### src/rtl/sram_req_arbiter.sv
// Two-requester (inst/data) arbiter onto one SRAM-like port, with in-order response routing.
// Define ARB_RR_EN for round-robin arbitration; the default is fixed priority with data over inst.
module sram_req_arbiter #(
    parameter int OST_DEPTH = 4
) (
    input  logic        clk,
    input  logic        resetn,
    input  logic        i_req,
    input  logic [70:0] i_cmd,
    output logic        i_addr_ok,
    output logic        i_data_ok,
    output logic [31:0] i_rdata,
    input  logic        d_req,
    input  logic [70:0] d_cmd,
    output logic        d_addr_ok,
    output logic        d_data_ok,
    output logic [31:0] d_rdata,
    output logic        m_req,
    output logic [70:0] m_cmd,
    input  logic        m_addr_ok,
    input  logic        m_data_ok,
    input  logic [31:0] m_rdata
);
    localparam int PW = $clog2(OST_DEPTH);
    localparam logic [PW:0]   FULL_CNT = (PW+1)'(OST_DEPTH);
    localparam logic [PW:0]   CNT_ONE  = (PW+1)'(1);
    localparam logic [PW-1:0] PTR_ONE  = PW'(1);

    logic [OST_DEPTH-1:0] id_q;
    logic [PW-1:0]        wr_ptr, rd_ptr;
    logic [PW:0]          count;
    logic                 lock, lock_sel;
    logic                 arb_sel, sel, req_sel;
    logic                 full, empty, push, pop, head_id;

    assign full    = (count == FULL_CNT);
    assign empty   = (count == '0);
    assign head_id = id_q[rd_ptr];

`ifdef ARB_RR_EN
    logic last_grant;

    // Only a real contention flips the grant; a lone requester always wins.
    assign arb_sel = (i_req & d_req) ? ~last_grant : d_req;

    always_ff @(posedge clk) begin
        if (!resetn)   last_grant <= 1'b1;
        else if (push) last_grant <= sel;
    end
`else
    assign arb_sel = d_req;
`endif

    assign sel     = lock ? lock_sel : arb_sel;
    assign req_sel = sel ? d_req : i_req;

    // Full blocks the request even when a pop lands this cycle, keeping m_req off the pop path.
    assign m_req = req_sel & ~full;
    assign m_cmd = sel ? d_cmd : i_cmd;

    assign push = m_req & m_addr_ok;
    assign pop  = m_data_ok & ~empty;

    assign i_addr_ok = push & ~sel;
    assign d_addr_ok = push &  sel;
    assign i_data_ok = pop & ~head_id;
    assign d_data_ok = pop &  head_id;
    assign i_rdata   = m_rdata;
    assign d_rdata   = m_rdata;

    // Lock holds exactly while a presented request waits; acceptance or a dropped req releases it.
    always_ff @(posedge clk) begin
        if (!resetn) begin
            lock     <= 1'b0;
            lock_sel <= 1'b0;
        end else begin
            lock <= m_req & ~m_addr_ok;
            if (m_req & ~m_addr_ok) lock_sel <= sel;
        end
    end

    always_ff @(posedge clk) begin
        if (!resetn) begin
            id_q   <= '0;
            wr_ptr <= '0;
            rd_ptr <= '0;
            count  <= '0;
        end else begin
            if (push) begin
                id_q[wr_ptr] <= sel;
                wr_ptr       <= wr_ptr + PTR_ONE;
            end
            if (pop) rd_ptr <= rd_ptr + PTR_ONE;
            case ({push, pop})
                2'b10:   count <= count + CNT_ONE;
                2'b01:   count <= count - CNT_ONE;
                default: count <= count;
            endcase
        end
    end
endmodule

### config.mk
export PLATFORM = sky130hd
export DESIGN_NAME = sram_req_arbiter
export DESIGN_NICKNAME = d
export VERILOG_FILES = /design/src/rtl/sram_req_arbiter.sv
export SDC_FILE = /design/constraint.sdc
export NUM_CORES = 1
export LEC_CHECK = 0
export CAP_MARGIN = 20
export CORE_AREA = 2 2 124 126
export CTS_CLUSTER_DIAMETER = 30
export DETAILED_ROUTE_END_ITERATION = 8
export DIE_AREA = 0 0 126 128
export PLACE_DENSITY = 0.66
export SYNTH_ARGS = -nofsm -noshare
export SYNTH_HDL_FRONTEND = slang
export SYNTH_SLANG_ARGS = --single-unit
### constraint.sdc
create_clock -name clk -period 2.55 [get_ports clk]
set_input_delay 0.51 -clock clk [delete_from_list [all_inputs] [get_ports clk]]
set_output_delay 0.51 -clock clk [all_outputs]
set_load 0.02 [all_outputs]
## Word level (Yosys, flattened, before mapping)

Index checks and enable logic that the tools add are counted.

| operators by class | value |
|---|---|
| bitwise operators | 13 |
| add/sub/neg operators | 4 |
| reductions and logical operators | 3 |
| equal/unequal tests | 3 |
| muxes and demuxes | 9 |
| magnitude comparators | 3 |

Operator list:

| cell | count |
|---|---|
| 71-bit two-way mux | 1 |
| 1-bit bitwise AND | 8 |
| 2-bit by 3-bit less-than comparator with 1-bit output, second input constant | 2 |
| 3-bit one-hot mux with 2 select lines | 1 |
| 1-bit inverter | 5 |
| 2-bit by 1-bit adder with 2-bit output, second input constant | 2 |
| 4-bit bitwise mux | 1 |
| 1-bit two-way mux | 4 |
| 3-bit by 1-bit adder with 3-bit output, second input constant | 1 |
| 3-bit == test, second input constant | 1 |
| 3-bit logical NOT | 1 |
| 3-bit by 1-bit subtractor with 3-bit output, second input constant | 1 |
| 1-bit binary-select mux with 2-bit select | 1 |
| 1-bit demux with 2-bit select | 1 |
| 2-bit by 1-bit == test with 1-bit output, second input constant | 1 |
| 2-bit == test, second input constant | 1 |
| 2-bit by 1-bit >= comparator with 1-bit output, second input constant | 1 |
| 2-bit nonzero test | 1 |
| 1-bit logical AND | 1 |

| storage, ports and cells | value |
|---|---|
| flip-flop bits (word level) | 13 |
| logic and storage cells | 41 |
| output and inout port bits | 140 |
| bits of input ports | 180 |

## Longest topological paths before layout

Gate-level depths: netlist of run 1.

| depth | value |
|---|---|
| word-level depth | 6 |
| depth in mapped cells | 10 |
| gate-level depth less buffers | 9 |

## Least setup slack after synthesis of run 1

No wires, ideal clock.

| timing | value |
|---|---|
| kind | input -> register |
| from | in d_req |
| to | reg count[2] |
| setup slack | 167 ps |
| arrival | 2307 ps |
| path buffers | 0 |
| cell stages on the path | 9 |
| cells stage by stage | mux2_4 > o2111a_4 > inv_1 > ha_1 > inv_1 > fa_1 > xor2_1 > or3_1 > a21boi_0 |

| on the way | value |
|---|---|
| word-level cells in the longest chain between the ends | 6 |
| elaborated cells between the ends (all ways) | 8 |

RTL lines:

| element | line | RTL |
|---|---|---|
| start: declaration | 13 | `input logic d_req,` |
| 1-bit two-way mux | 54 | `assign sel = lock ? lock_sel : arb_sel;` |
| 1-bit two-way mux * | 55 | `assign req_sel = sel ? d_req : i_req;` |
| 1-bit bitwise AND * | 58 | `assign m_req = req_sel & ~full;` |
| 1-bit bitwise AND * | 61 | `assign push = m_req & m_addr_ok;` |
| 2-bit by 1-bit == test with 1-bit output or 2-bit == test (tied branches) | 94 | `case ({push, pop})` |
| 3-bit one-hot mux with 2 select lines or 2-bit nonzero test (tied branches) | - |  |
| end signal: assignment | 95 | `2'b10: count <= count + CNT_ONE;` |
| end signal: assignment | 96 | `2'b01: count <= count - CNT_ONE;` |
| end signal: assignment | 97 | `default: count <= count;` |
| end: declaration | 31 | `logic [PW:0] count;` |

Every way passes the cells marked *; elsewhere a longest branch is shown, timed or not.
A chain may end at the register's enable or synchronous reset.

## Worst setup path in the final report of run 1

| timing | value |
|---|---|
| from | in d_req |
| to | out m_cmd[70] |

| on the way | value |
|---|---|
| word-level cells in the longest chain between the ends | 2 |

RTL lines:

| element | line | RTL |
|---|---|---|
| 1-bit two-way mux | 54 |  |
| 71-bit two-way mux | 59 | `assign m_cmd = sel ? d_cmd : i_cmd;` |
| end: declaration | 19 | `output logic [70:0] m_cmd,` |

No other way between the ends.

==> metrics.txt, run 1 <==
commonest cells after routing, fill and taps aside nand2_1 (224), clkdlybuf4s50_1 (150), dlygate4sd2_1 (62), dfxtp_1 (13), buf_4 (11); slew margin rel. 0.6240; number of synthesis warnings 0; Net count, final 725; status finished clean; clk buf depth 2; Hold Path Class register to register; first-pass GRT wire length 15,370 microns; clk_lat worst skew 240 ps; critical path class primary input to output port; cell area after synthesis 2158 sq um; Mean Syn Cell Area 5.725 sq um; GPL Wtd Cong 0.7377; min Tclk post-route 2509 ps; total number of vias 2,805; largest net degree at the start of global routing 48; port bufs 223; Inserted Clock Buffers 3; Initial DRC Count 87; Critical Path Start d_req; vias per cell 3.864; reg-to-reg endpoint count[2]; share of layout cells above drive strength 1 0.05390; Critical R2R Launch lock; fin area 4312 sq um; Final ANT Viol Nets 0; DR WL/cell 15.38 microns; final-report hold violation count 0; number of global-route vias before repair 2,537; Synth async-reset ratio 0; Worst Path Required 2040 ps; Syn Nets 563; DR DRC count 0; Slew Limit Fails 0; reg2reg path depth 9; TritonRoute pass-1 iters 5; clk_skew 2.093 ps; Initial Util 0.1452; Clock Sinks 13; fmax 398.6 MHz; clk slew on worst S/H paths 50 ps; final period utilization 0.9837; Die Width 126 microns; commonest non-fill, non-tap cell in the layout nand2_1; post-DP HPWL 8983 microns; DIE AREA 16,130 sq um; setup TNS 0 ps; WP data arrival 2000 ps; I/O pin count 320; setup ws final 41.44 ps; dpl ws -407.2 ps; DP Area 4222 sq um; maxcap violations 0; R2R Setup Slk 170 ps; Min-Delay Path Depth 2; CTS tree built; Critical Path Start Type primary input; FP Rows 45; Hold-fix buffers, CTS 0; Hold Crit Endpoint id_q[0]; Die Span Y 128 microns; GRT overflow 0; P&R area growth vs syn 99.77%; EDFF count, synth 0; register area share after synthesis 0.1206; Critical Path Fanout Max 22; Cell variety after synth 34; P_leak 2.131 nW; # diodes 0; #FFs+latches synth 13; Worst-Margin Slew 559.2 ps; Hold Path Origin id_q[0]; P per Cell Area 437.0 nW/um^2; routed wire length 11,170 microns; Post-synth top flop dfxtp_1; H-tree depth 1; antenna violations before repair 0; Final Setup Violations 0; Final Core Density 0.2901; RSZ-0062 raised after global routing no; core area 14,860 sq um; Worst setup EP type output port; Total Routing Usage GR 0.1213; Syn Inst Count 377; maximum vdd drop 0.4784 mV; CTS Root Cell clkbuf_16
## power breakdown
group,internal [mW],switching [mW]
Clock,0.209,0.0914
Combinational,0.654,0.638
Sequential,0.247,0.0449
## worst max path at each step
stage                      to  slack (ps)  depth (start not counted)
floorplan            count[2]         170                          9
global route        m_cmd[36]           2                          7
detailed placement   count[2]        -410                         10
CTS                  count[2]          20                         10
finish              m_cmd[70]          40                          7
global placement     count[2]        -350                         10
## cell usage after synthesis, types with 2 or more instances
library cell / number / area share
and3_1: 2 / 0.0058
buf_4: 64 / 0.22
and2_1: 8 / 0.023
dfxtp_1: 13 / 0.12
xnor2_1: 3 / 0.012
buf_2: 7 / 0.016
o2111ai_1: 4 / 0.016
o21ai_0: 2 / 0.0046
ha_1: 5 / 0.029
mux2i_1: 6 / 0.028
nand2_1: 224 / 0.39
clkbuf_1: 10 / 0.017
inv_1: 8 / 0.014
## per-stage QoR
stage	hold slack, ps	total power [mW]	cells
finish	463.3	1.884	726
global route	496.2	2.031	726
CTS	466.8	1.870	723
floorplan	435.3	1.073	377
global placement	446.3	1.642	718
detailed placement	460.2	1.644	718
## per-layer routing
layer	vias up	global-route usage	share of wire
met1	1205	0.1421	0.37
li1	1418	-	-
met3	10	0.07721	0.16
met2	172	0.1951	0.46
met4	0	0.01099	0.0057
met5	-	0	0
## registers in the layout (all words and copies together), names as in the netlist
register,flops
wr_ptr,2
count,3
lock_sel,1
rd_ptr,2
lock,1
id_q,4
## final cells by class
cell class / instances / area [sq um]
multi-input cells: 273 / 1311
clock buffers: 3 / 75.07
inverters: 8 / 30.03
flip-flops and latches: 13 / 260.3
repair buffers: 240 / 2395
fillers: 1661 / 10550
clock inverters: 1 / 5.005
well taps: 188 / 235.2
## repair_timing
item	in CTS	in global routing
endpoints found under the hold margin	0	0
gates cloned	1	1
gates resized for setup	73	8
endpoints found under the setup margin	73	3
setup buffers	0	2
## critical path, cell delays in order
cell and delay [ps]:
dlygate4sd2_1 280, mux2_4 340, buf_12 140, bufbuf_16 290, nand2_1 70, nand2_1 50, dlygate4sd2_1 320
## kinds of logic after synthesis
logic type | Yosys count | synth area share
xor gates and xnor gates | 4 | 0.01623
and+or+nand+nor | 241 | 0.4417
adders and majority gates | 6 | 0.03826
muxes | 9 | 0.05159
DFF | 13 | 0.1206
buffers and inverters | 91 | 0.2771
AOI/OAI and AO/OA | 13 | 0.05450
(Power assumes the default switching activity.)
==> inputs of run 2 (changes only) <==
CTS_CLUSTER_DIAMETER = default   (was 30)
==> results of run 2 <==
The final DEF is identical to that of run 1; final timing and power are the same.
